===== config.mk =====
export PLATFORM = sky130hd
export DESIGN_NAME = pipe_skid_reg
export DESIGN_NICKNAME = d
export VERILOG_FILES = /design/src/rtl/pipe_pkg.sv /design/src/rtl/pipe_skid_reg_sat_counter.sv /design/src/rtl/pipe_skid_reg.sv
export SDC_FILE = /design/constraint.sdc
export NUM_CORES = 1
export LEC_CHECK = 0
export ABC_AREA = 1
export CAP_MARGIN = 20
export CORE_ASPECT_RATIO = 1.1
export CORE_UTILIZATION = 56
export DETAILED_ROUTE_END_ITERATION = 10
export GPL_TIMING_DRIVEN = 0
export PLACE_DENSITY = 0.9
export SETUP_SLACK_MARGIN = 0.2
export SYNTH_ARGS = -nofsm -noshare
export SYNTH_HDL_FRONTEND = slang
export SYNTH_HIERARCHICAL = 1
export SYNTH_SLANG_ARGS = --single-unit

===== constraint.sdc =====
create_clock -name clk -period 4.35 [get_ports clk]
set_input_delay 0.6525 -clock clk [delete_from_list [all_inputs] [get_ports clk]]
set_output_delay 0.6525 -clock clk [all_outputs]
set_load 0.02 [all_outputs]

===== src/rtl/pipe_pkg.sv =====
// ---------------------------------------------------------------------------
// pipe_pkg
// Shared definitions for the 5-stage RISC-V pipeline-stage registers.
//   - stage_state_e : occupancy state of a pipe_skid_reg stage
//   - RV_NOP        : canonical NOP (addi x0, x0, 0) used as a bubble
//   - payload widths and field offsets for IF/ID, ID/EX, EX/MEM, MEM/WB
//   - ifid_pack     : helper to assemble an IF/ID payload
// No ports (package).
// ---------------------------------------------------------------------------
package pipe_pkg;

  // Occupancy of a stage: nothing, main entry only, main + skid entries.
  typedef enum logic [1:0] {
    ST_EMPTY = 2'd0,
    ST_ONE   = 2'd1,
    ST_TWO   = 2'd2
  } stage_state_e;

  localparam logic [31:0] RV_NOP = 32'h0000_0013;

  // IF/ID payload: {pc, instr, pc_4}
  localparam int IFID_PC4_LSB   = 0;
  localparam int IFID_INSTR_LSB = 32;
  localparam int IFID_PC_LSB    = 64;
  localparam int IFID_W         = 96;
  localparam logic [IFID_W-1:0] IFID_FLUSH_VAL = {32'h0, RV_NOP, 32'h0};

  // ID/EX payload: {pc, rs1_val, rs2_val, imm, rd, ctrl}
  localparam int IDEX_CTRL_W    = 16;
  localparam int IDEX_CTRL_LSB  = 0;
  localparam int IDEX_RD_LSB    = 16;
  localparam int IDEX_IMM_LSB   = 21;
  localparam int IDEX_RS2_LSB   = 53;
  localparam int IDEX_RS1_LSB   = 85;
  localparam int IDEX_PC_LSB    = 117;
  localparam int IDEX_W         = 149;

  // EX/MEM payload: {alu_res, rs2_val, rd, ctrl}
  localparam int EXMEM_CTRL_W   = 8;
  localparam int EXMEM_CTRL_LSB = 0;
  localparam int EXMEM_RD_LSB   = 8;
  localparam int EXMEM_RS2_LSB  = 13;
  localparam int EXMEM_ALU_LSB  = 45;
  localparam int EXMEM_W        = 77;

  // MEM/WB payload: {wb_data, rd, ctrl}
  localparam int MEMWB_CTRL_W   = 4;
  localparam int MEMWB_CTRL_LSB = 0;
  localparam int MEMWB_RD_LSB   = 4;
  localparam int MEMWB_WB_LSB   = 9;
  localparam int MEMWB_W        = 41;

  function automatic logic [IFID_W-1:0] ifid_pack(
    input logic [31:0] pc,
    input logic [31:0] instr,
    input logic [31:0] pc_4
  );
    return {pc, instr, pc_4};
  endfunction

endpackage


===== src/rtl/pipe_skid_reg_sat_counter.sv =====
// ---------------------------------------------------------------------------
// sat_counter
// Up-counter that sticks at all-ones instead of wrapping.
// Ports:
//   clk, rst_n : clock, asynchronous active-low reset (count -> 0)
//   clr        : synchronous clear, wins over inc
//   inc        : count up by one when not saturated
//   cnt        : current count
// ---------------------------------------------------------------------------
module sat_counter #(
  parameter int W = 16
) (
  input  logic         clk,
  input  logic         rst_n,
  input  logic         clr,
  input  logic         inc,
  output logic [W-1:0] cnt
);

  logic [W-1:0] r_cnt;
  logic         w_at_max;

  assign w_at_max = &r_cnt;
  assign cnt      = r_cnt;

  always_ff @(posedge clk or negedge rst_n) begin
    if (!rst_n) begin
      r_cnt <= '0;
    end else if (clr) begin
      r_cnt <= '0;
    end else if (inc && !w_at_max) begin
      r_cnt <= r_cnt + 1'b1;
    end
  end

endmodule


===== src/rtl/pipe_skid_reg.sv =====
// ---------------------------------------------------------------------------
// pipe_skid_reg
// Generic pipeline-stage register with a 2-entry skid buffer, hazard stall,
// flush-to-bubble and a saturating stall-cycle counter.
//
// Handshake: a payload moves across an interface on a rising edge where
// valid & ready are both high (the output side additionally requires
// stall = 0). A producer holds valid and data stable until it transfers;
// in_ready is decoded from the state register alone, so it never depends
// combinationally on out_ready or stall.
//
// Ports:
//   clk, rst_n  : clock, asynchronous active-low reset
//   in_valid    : upstream payload present
//   in_ready    : stage can accept (state != TWO)
//   in_data     : upstream payload
//   out_valid   : stage holds a payload (state != EMPTY)
//   out_ready   : downstream accepts
//   out_data    : main register (oldest held payload)
//   stall       : hazard hold, forces the output side to not transfer
//   flush       : drop everything held and incoming, load FLUSH_VAL
//   cnt_clr     : synchronous clear of stall_cnt
//   stall_cnt   : saturating count of cycles a held payload was blocked
//   dbg_state   : current occupancy state (stage_state_e encoding)
// ---------------------------------------------------------------------------
module pipe_skid_reg
  import pipe_pkg::*;
#(
  parameter int                 DATA_W    = 96,
  parameter logic [DATA_W-1:0]  FLUSH_VAL = '0,
  parameter int                 CNT_W     = 16
) (
  input  logic              clk,
  input  logic              rst_n,
  input  logic              in_valid,
  output logic              in_ready,
  input  logic [DATA_W-1:0] in_data,
  output logic              out_valid,
  input  logic              out_ready,
  output logic [DATA_W-1:0] out_data,
  input  logic              stall,
  input  logic              flush,
  input  logic              cnt_clr,
  output logic [CNT_W-1:0]  stall_cnt,
  output logic [1:0]        dbg_state
);

  stage_state_e      r_state;
  stage_state_e      w_state_nxt;
  logic [DATA_W-1:0] r_main;
  logic [DATA_W-1:0] w_main_nxt;
  logic [DATA_W-1:0] r_skid;
  logic [DATA_W-1:0] w_skid_nxt;

  logic w_in_xfer;
  logic w_out_xfer;
  logic w_cnt_inc;

  assign out_valid = (r_state != ST_EMPTY);
  assign in_ready  = (r_state != ST_TWO);
  assign out_data  = r_main;
  assign dbg_state = r_state;

  assign w_in_xfer  = in_valid & in_ready;
  assign w_out_xfer = out_valid & out_ready & ~stall;

  // A held payload that could not leave this cycle; a flush cycle is not
  // counted because the payload is being discarded, not blocked.
  assign w_cnt_inc = out_valid & (stall | ~out_ready) & ~flush;

  always_comb begin
    w_state_nxt = r_state;
    w_main_nxt  = r_main;
    w_skid_nxt  = r_skid;
    if (flush) begin
      // Incoming payload in this cycle is discarded even if in_ready = 1.
      w_state_nxt = ST_EMPTY;
      w_main_nxt  = FLUSH_VAL;
      w_skid_nxt  = FLUSH_VAL;
    end else begin
      case (r_state)
        ST_EMPTY: begin
          if (w_in_xfer) begin
            w_main_nxt  = in_data;
            w_state_nxt = ST_ONE;
          end
        end
        ST_ONE: begin
          if (w_in_xfer && w_out_xfer) begin
            w_main_nxt = in_data;
          end else if (w_out_xfer) begin
            // main keeps its last value while the stage is empty
            w_state_nxt = ST_EMPTY;
          end else if (w_in_xfer) begin
            w_skid_nxt  = in_data;
            w_state_nxt = ST_TWO;
          end
        end
        ST_TWO: begin
          if (w_out_xfer) begin
            w_main_nxt  = r_skid;
            w_state_nxt = ST_ONE;
          end
        end
        default: begin
          w_state_nxt = ST_EMPTY;
        end
      endcase
    end
  end

  always_ff @(posedge clk or negedge rst_n) begin
    if (!rst_n) begin
      r_state <= ST_EMPTY;
      r_main  <= FLUSH_VAL;
      r_skid  <= FLUSH_VAL;
    end else begin
      r_state <= w_state_nxt;
      r_main  <= w_main_nxt;
      r_skid  <= w_skid_nxt;
    end
  end

  sat_counter #(
    .W (CNT_W)
  ) u_stall_cnt (
    .clk   (clk),
    .rst_n (rst_n),
    .clr   (cnt_clr),
    .inc   (w_cnt_inc),
    .cnt   (stall_cnt)
  );

endmodule


Word-level counts from Yosys, hierarchy flattened
Index checks and enable logic that the tools add are counted.
Word-level totals
  bits of input ports: 103
  logic and storage cells: 55
  register bits: 210
  output and inout bits: 116
Operators by class
  reduce and logical (&&, ||, !) cells: 13
  equal/unequal tests: 10
  multiplexer cells: 18
  bitwise gates (word level): 9
  add/sub/neg operators: 1
Operator list (number)
  two-way mux 96 bit: 8
  case mux 96 bit (3 select lines): 1
  two-way mux 16 bit: 2
  adder 16 x 1 -> 16 bit, second input constant: 1
  AND reduction 16 bit: 1
  two-way mux 2 bit: 6
  != test 3 bit, second input constant: 4
  AND reduction 4 bit: 3
  nonzero test 2 bit: 4
  != test 2 bit, second input constant: 3
  case mux 2 bit (3 select lines): 1
  bitwise AND 1 bit: 5
  != test 4 bit, second input constant: 1
  nonzero test 4 bit: 1
  NOT 1 bit: 3
  == test 2 x 1 -> 1 bit, second input constant: 1
  == test 2 bit, second input constant: 1
  logical AND 1 bit: 2
  logical NOT 2 bit: 1
  logical NOT 1 bit: 1
  OR 1 bit: 1

Logic depth before layout (Yosys ltp)
Gate-level depths: netlist (run 1).
  depth in word-level cells: 7
  gate-level depth with buffers: 11

Cells and area by module
The synthesis (run 1) kept the hierarchy.
By module, submodules not included
  pipe_skid_reg: seq. area each 4854.7 µm², cells each 1324, area each 9444.1 µm², instances 1
  sat_counter: seq. area each 400.4 µm², cells each 146, area each 1007.2 µm², instances 1

Least setup slack after synthesis (run 1)
OpenSTA, ideal clock, no wires.
  path kind: input port to flip-flop
  start: in stall
  end: reg u_stall_cnt.r_cnt[9], in the netlist u_stall_cnt/cnt[9]
  path slack: 2.394 ns
  buffers on the path: 1
  stages: 10
  arrival: 1.839 ns
  cells stage by stage: inv_1 > nand2_1 > inv_1 > nor3_1 > clkinv_1 > o21ai_2 > inv_2 > buf_6 > nand2_1 > nand2_1
Between the ends
  longest elaborated chain between the ends: 5
Ends and longest elaborated chain
  start: declaration: line pipe_skid_reg.sv:41  | input logic stall,
  OR 1 bit: line pipe_skid_reg.sv:69  | assign w_cnt_inc = out_valid & (stall | ~out_ready) & ~flush;
  bitwise AND 1 bit (2 in a row): line pipe_skid_reg.sv:69
  named net w_cnt_inc: line pipe_skid_reg.sv:57  | logic w_cnt_inc;
  logical AND 1 bit: line pipe_skid_reg_sat_counter.sv:31  | end else if (inc && !w_at_max) begin
  nonzero test 2 bit (no source line)
  end signal: assignment: line pipe_skid_reg_sat_counter.sv:32  | r_cnt <= r_cnt + 1'b1;
  end: declaration: line pipe_skid_reg_sat_counter.sv:20  | logic [W-1:0] r_cnt;
The timed path passes the listed nets, and every way through them passes these cells.
A chain may end at the register's enable or synchronous reset.

Final worst setup path (run 1)
  start: reg r_state[0], in the netlist dbg_state[0]
  end: out in_ready
Between the ends
  longest elaborated chain between the ends: 1
Ends and longest elaborated chain
  start: declaration: line pipe_skid_reg.sv:48  | stage_state_e r_state;
  start signal: assignment: line pipe_skid_reg.sv:118  | r_state <= w_state_nxt;
  != test 2 bit: line pipe_skid_reg.sv:60  | assign in_ready = (r_state != ST_TWO);
  end: declaration: line pipe_skid_reg.sv:36  | output logic in_ready,
No other way between the ends.

==> implementation parameters, run 1 <==
Parameter                              Value

Status
  Outcome    complete, no violations

Logic synthesis
  Number of synthesized register bits    between 200 and 250
  Number of different library cells in the post-synthesis netlist    27
  Total number of yosys warnings    6
  Average instance area after synthesis    ~7 um2
  Number of instances in the synthesized netlist    about 1500
  Mapped Area    between 10000 and 15000 um2
  Synth Net Count    between 1500 and 2000
  Post-synthesis sequential area ratio    50.3%

Route
  Drt initial violations    between 1000 and 1500
  Routed wire length per instance    14.8 um
  Remaining DRCs    0
  Initial DRT Pass Iterations    6
  Vias per inst    roughly 5.2
  Wire length reported by the detailed router    just under 30000 um
  Number of routed nets with antenna violations    0
  Via Count    between 10000 and 15000

Setup path
  Critical Path End Type    primary output
  Slowest stage cell, crit path    sky130_fd_sc_hd__clkdlybuf4s50_1
  Classification of the worst setup path    reg2out
  Launch point of the worst reg-to-reg path    dbg_state[0]
  Critical Path Start    dbg_state[0]
  Delay-heaviest family, CP    buffers and inverters
  Data arrival time of the critical path    between 2 and 2.5 ns
  Cell chain of the critical path    inv_1 > nand2_1 > buf_2 > buf_2 > clkdlybuf4s50_1
  Critical path buffer and inverter count    4
  Required time at the endpoint of the critical path    about 3.7 ns
  R2R Setup Slk    1.97 ns
  Max stage delay on crit path    about 0.64 ns
  Maximum net fanout on the critical path    10
  Worst path most repeated cell    sky130_fd_sc_hd__buf_2
  CP Launch Type    register

STA
  Post-Route Hold Slack    around 0.10 ns
  Min Tclk post-route    3.09 ns
  Slew @ Worst Pin    a little over 0.8 ns
  Final period util    71.0%
  Total count of hold-check failures in the final report    0
  Final setup fails    0
  Max-slew violation count    0
  Slew HR    a little under half
  Final setup margin    1.26 ns
  Setup clock skew after layout    0.00821 ns
  RSZ-0062 raised after global routing    false
  Fmax    between 300 and 400 MHz

Placed design
  Total half-perimeter wirelength after legalization and detailed placement    about 20000 um
  # port buffers    218
  Weighted congestion at the end of routability-driven global placement    slightly below 0.9
  Setup slack after placement    between 1 and 1.5 ns

Clock network
  Total setup buffers inserted after CTS    0
  Count of cells resized by post-cts repair    0
  Clock Sink Count    between 200 and 250
  CTS H-Tree Depth    1
  Buffer type at the clock tree root    sky130_fd_sc_hd__clkbuf_16
  CTS buffer count    21
  Clock latency of the later-clocked register in the worst-skew pair    slightly above 0.5 ns
  Clock transition at path regs    0.06 ns
  TritonCTS clock tree    built
  Count of hold-fix buffers inserted at cts    0
  Clock tree buffer depth    3

Power and ir drop
  Power density normalized to cell area    between 300 and 400 nW/um2
  Power Total    5.34 mW
  Maximum vdd ir drop    approximately 0.00035 V
  Static leakage    between 7 and 8 nW

Global routing
  Pin count of the biggest net entering global routing    130
  Global-route wire length before repair    47500 um
  Antenna violations before repair    2
  Vias in the first global route    9827
  GR Overflow Total    0
  Global-route usage over all layers    between 30% and 40%

Floorplanning
  Die height    roughly 150 um
  Floorplan die width    around 130 um
  Floorplan Core Area    18300 um2
  Total die area    roughly 19000 um2
  Site row count    52
  IO Count    ~220
  Effective utilization at floorplan    between 50% and 60%

Layout
  Total of fill cells in the finished design    approximately 1400
  Most common library cell in the layout ignoring fill and taps    sky130_fd_sc_hd__nand2_1
  Highest-count cells in the layout ignoring fill and taps    590 x sky130_fd_sc_hd__nand2_1, 217 x sky130_fd_sc_hd__nor2_1, 217 x sky130_fd_sc_hd__clkdlybuf4s50_1
  Number of nets in the layout    between 1500 and 2000
  Area grow syn2layout    30.4%
  Share of layout cells above drive strength 1    ~5.6%

Job
  Max-cap viol count    0

Min path
  Worst min path class    in2async
-- kinds of logic (layout without fill, tap and decap cells) --
kind of cell	after synthesis	in the layout	synth area share (%)
XOR/XNOR	3	3	0.251
adder cells (fa/ha/maj)	1	1	0.120
AO/OA/AOI/OAI	60	60	3.06
flip-flops	210	210	50.3
other	0	1	0
buffers and inverters	208	465	8.24
AND/OR/NAND/NOR	988	988	38.0
-- registers in the layout, summed over array words and instances, names as in the netlist --
| register | cells |
|---|---|
| dbg_state | 2 |
| r_skid | 96 |
| u_stall_cnt/cnt | 16 |
| out_data | 96 |
-- routing by layer --
layer  up-vias  share of wire, %  global-route usage (%)
met5         -             0.051                       0
met4         2               2.9                    10.3
met3        76               8.0                    5.73
met2       492                48                    51.6
met1      4742                41                    39.3
li1       4985                 -                       -
-- path summary, 6_finish.rpt --
kind / endpoint / cells past startpoint
setup / recovery: in_ready / 5
max in group asynchronous: out_data[32] / 2
min in group clk: out_data[42] / 2
setup reg to reg: u_stall_cnt/cnt[9] / 8
hold reg to reg: out_data[42] / 2
hold / removal: r_skid[82] / 1
-- stage by stage --
stage                     TNS [ns]  utilization, %  area [um2]  std cells
after CTS                        0            74.3       13600       1970
after detailed placement         0            70.7       13000       1932
after global placement    -1261.45            70.5       12900       1931
after global routing             0            74.3       13600       1971
after floorplan                  0               -       10500       1470
final                            0            74.3       13600       1971
-- cell type report --
class                   instances  area, um2  area share (%)
well taps                     243        304            2.23
clock inverters                 6       37.5           0.275
repair buffers                219       2210            16.3
clock buffers                  32        617            4.53
plain buffers                  89        414            3.04
multi-input cells            1052       4340            31.8
flip-flops and latches        210       5260            38.6
inverters                     119        447            3.28
diodes                          1       2.50          0.0184
-- report_power, final --
part           switching (mW)  leakage [nW]  internal [mW]
clock                   0.776         0.326          0.981
combinational           0.757          4.40          0.530
sequential              0.132          2.78           2.16
total                    1.67          7.51           3.68
-- synth_stat cells --
library cell	count	area, um2
sky130_fd_sc_hd__buf_2	40	200
sky130_fd_sc_hd__clkbuf_1	33	124
sky130_fd_sc_hd__xnor2_1	3	26.3
sky130_fd_sc_hd__inv_1	112	420
sky130_fd_sc_hd__nor3_1	4	20.0
sky130_fd_sc_hd__nor2_2	1	6.26
sky130_fd_sc_hd__o21bai_1	1	7.51
sky130_fd_sc_hd__nand3_2	1	10.0
sky130_fd_sc_hd__nand3b_1	2	15.0
sky130_fd_sc_hd__o21bai_4	1	18.8
sky130_fd_sc_hd__dfrtp_1	210	5260
sky130_fd_sc_hd__buf_6	1	11.3
sky130_fd_sc_hd__o21ai_1	3	15.0
sky130_fd_sc_hd__o21ai_2	1	8.76
sky130_fd_sc_hd__nor2_4	3	33.8
sky130_fd_sc_hd__nand3_1	161	806
sky130_fd_sc_hd__nand2_2	2	12.5
sky130_fd_sc_hd__buf_1	9	33.8
sky130_fd_sc_hd__buf_4	6	45.0
sky130_fd_sc_hd__a21oi_1	5	25.0
sky130_fd_sc_hd__clkinv_1	1	3.75
sky130_fd_sc_hd__o21ai_0	49	245
sky130_fd_sc_hd__nand4_1	7	43.8
sky130_fd_sc_hd__nand2_1	590	2210
sky130_fd_sc_hd__inv_2	6	22.5
sky130_fd_sc_hd__nor2_1	217	815
sky130_fd_sc_hd__ha_1	1	12.5
Note: power is estimated with default switching activity, not from simulation.
==> run 2, diff against run 1 <==
--- a/config.mk
+++ b/config.mk
@@ -8,10 +8,10 @@
 export ABC_AREA = 1
 export CAP_MARGIN = 20
 export CORE_ASPECT_RATIO = 1.1
-export CORE_UTILIZATION = 56
+export CORE_UTILIZATION = 52
 export DETAILED_ROUTE_END_ITERATION = 10
 export GPL_TIMING_DRIVEN = 0
-export PLACE_DENSITY = 0.9
+export PLACE_DENSITY = 0.85
 export SETUP_SLACK_MARGIN = 0.2
 export SYNTH_ARGS = -nofsm -noshare
 export SYNTH_HDL_FRONTEND = slang
==> constraint.sdc (replaced) <==
create_clock -name clk -period 3.2 [get_ports clk]
set_input_delay 0.48 -clock clk [delete_from_list [all_inputs] [get_ports clk]]
set_output_delay 0.48 -clock clk [all_outputs]
set_load 0.02 [all_outputs]
==> run 2 against run 1 <==
Against the previous run:
- the run now ends with hold timing left
- via count decreased by 1.3%
- combinational power up 36%
- worst setup slack got worse by 0.92 ns
- design area increased by 0.56%
- first-iteration DRC count is 27% lower
- clock power up 44%
- clock-buffer cell count fell by 1
- register-to-register slack worse by 1.1 ns
- sequential share of layout area decreased by 0.21 points
- total power is 39% higher
- critical path type unchanged
- largest cell class unchanged
==> implementation parameters, run 2 (synthesis results as in run 1) <==
Parameter                              Value

STA
  Total count of hold-check failures in the final report    20
  Slew HR    about 48%
  Slew @ Worst Pin    0.769 ns
  Final period util    between 80% and 90%
  Final setup margin    0.338 ns
  Min Tclk post-route    ~2.9 ns
  Setup clock skew after layout    between 0.01 and 0.015 ns
  Final sum of negative setup slack    0 ns
  Post-Route Hold Slack    -0.0268 ns
  RSZ-0062 raised after global routing    false
  Max-slew violation count    0
  Final setup fails    0
  Fmax    349 MHz

Placed design
  Setup slack after placement    about 0.28 ns
  # port buffers    about 220
  Total half-perimeter wirelength after legalization and detailed placement    between 15000 and 20000 um
  Number of placed cells counting well taps    just under 2000
  Weighted congestion at the end of routability-driven global placement    ~0.87

Floorplanning
  Total die area    about 21000 um2
  Effective utilization at floorplan    around 53%
  Die height    151 um
  Floorplan Core Area    19800 um2
  Site row count    54
  IO Count    219
  Floorplan die width    137 um

Layout
  Number of nets in the layout    about 1800
  Most common library cell in the layout ignoring fill and taps    sky130_fd_sc_hd__nand2_1
  Area grow syn2layout    31.1%
  Final cell count without fillers    around 2000
  Highest-count cells in the layout ignoring fill and taps    590 x sky130_fd_sc_hd__nand2_1, 217 x sky130_fd_sc_hd__nor2_1, 217 x sky130_fd_sc_hd__clkdlybuf4s50_1
  Share of layout cells above drive strength 1    5.73%
  Total of fill cells in the finished design    1617

Clock network
  Count of cells resized by post-cts repair    0
  CTS H-Tree Depth    1
  Clock latency of the later-clocked register in the worst-skew pair    ~0.5 ns
  CTS buffer count    23
  Count of hold-fix buffers inserted at cts    0
  Clock Sink Count    210
  Total setup buffers inserted after CTS    0
  Clock transition at path regs    around 0.060 ns
  TritonCTS clock tree    built
  Buffer type at the clock tree root    sky130_fd_sc_hd__clkbuf_16
  Clock tree buffer depth    3

Route
  Vias per inst    between 5 and 6
  Wire length reported by the detailed router    28700 um
  Via Count    approximately 10000
  Drt initial violations    approximately 740
  Initial DRT Pass Iterations    5
  Routed wire length per instance    between 10 and 15 um
  Number of routed nets with antenna violations    0
  Remaining DRCs    0

Power and ir drop
  Power density normalized to cell area    approximately 540 nW/um2
  Static leakage    approximately 7.5 nW
  Maximum vdd ir drop    ~0.00042 V
  Power Total    between 7 and 8 mW

Setup path
  Classification of the worst setup path    reg2out
  CP Launch Type    register
  Maximum net fanout on the critical path    10
  Required time at the endpoint of the critical path    between 2 and 3 ns
  Data arrival time of the critical path    around 2.4 ns
  Critical Path End Type    primary output

Global routing
  GR Overflow Total    0
  Pin count of the biggest net entering global routing    approximately 130
  Global-route usage over all layers    28.2%
  Global-route wire length before repair    46200 um
  Vias in the first global route    around 9600
  Antenna violations before repair    3

Job
  Max-cap viol count    0

Min path
  Worst min path class    in2async

Status
  Outcome    finished with violations
  Failing checks    hold timing
-- run 2: cell count changes in the layout (fill, tap and decap cells not counted) --
cell / delta
sky130_fd_sc_hd__buf_2: -1
sky130_fd_sc_hd__bufinv_16: +1
sky130_fd_sc_hd__clkbuf_1: -2
sky130_fd_sc_hd__clkbuf_16: +2
sky130_fd_sc_hd__clkbuf_4: +1
sky130_fd_sc_hd__clkbuf_8: -1
sky130_fd_sc_hd__clkinv_2: +2
sky130_fd_sc_hd__diode_2: +1
sky130_fd_sc_hd__inv_6: -1
-- run 2: area by class of cell --
cell class                 instances  area [um2]  area share, %
antenna                            2        5.00         0.0365
buffer                            89         417           3.04
clock buffer                      31         646           4.71
clock inverter                     8        68.8          0.502
inverter                         119         447           3.26
multi-input combinational       1052        4340           31.6
sequential                       210        5260           38.3
tap                              252         315           2.30
timing repair buffer             219        2210           16.2
-- run 2: worst max-delay path, cell delays in order (launching register included) --
cell and delay (ns):
sky130_fd_sc_hd__dfrtp_1 0.48, sky130_fd_sc_hd__inv_1 0.11, sky130_fd_sc_hd__nand2_1 0.10, sky130_fd_sc_hd__clkbuf_4 0.26, sky130_fd_sc_hd__buf_2 0.27, sky130_fd_sc_hd__clkdlybuf4s50_1 0.66
-- run 2: per-stage QoR --
step / util (%) / cell area [um2]
6_report: 69.2 / 13700
5_1_grt: 69.2 / 13700
4_1_cts: 69.2 / 13700
3_5_place_dp: 65.6 / 13000
3_3_place_gp: 65.4 / 12900
2_1_floorplan: - / 10500
-- run 2: final timing paths --
kind	startpoint	endpoint	slack, ns	depth (start not counted)
setup / recovery	dbg_state[0]	in_ready	0.34	5
hold / removal	rst_n	r_skid[80]	-0.03	1
setup reg to reg	dbg_state[0]	u_stall_cnt/cnt[1]	0.86	8
hold reg to reg	out_data[42]	out_data[42]	0.47	2
max in group asynchronous	rst_n	r_skid[24]	2.14	2
min in group clk	out_data[42]	out_data[42]	0.47	2
-- run 2: report_power, final --
part / switching (mW) / internal, mW / total [mW]
Combinational: 1.03 / 0.721 / 1.75
Sequential: 0.174 / 2.94 / 3.12
Clock: 1.06 / 1.49 / 2.54
Total: 2.25 / 5.15 / 7.40
-- run 2: layer usage --
layer	share of wire [%]	track usage, %
met1	41	36.9
met2	48	46.0
met3	7.8	6.06
met4	2.4	9.89
met5	0.094	0
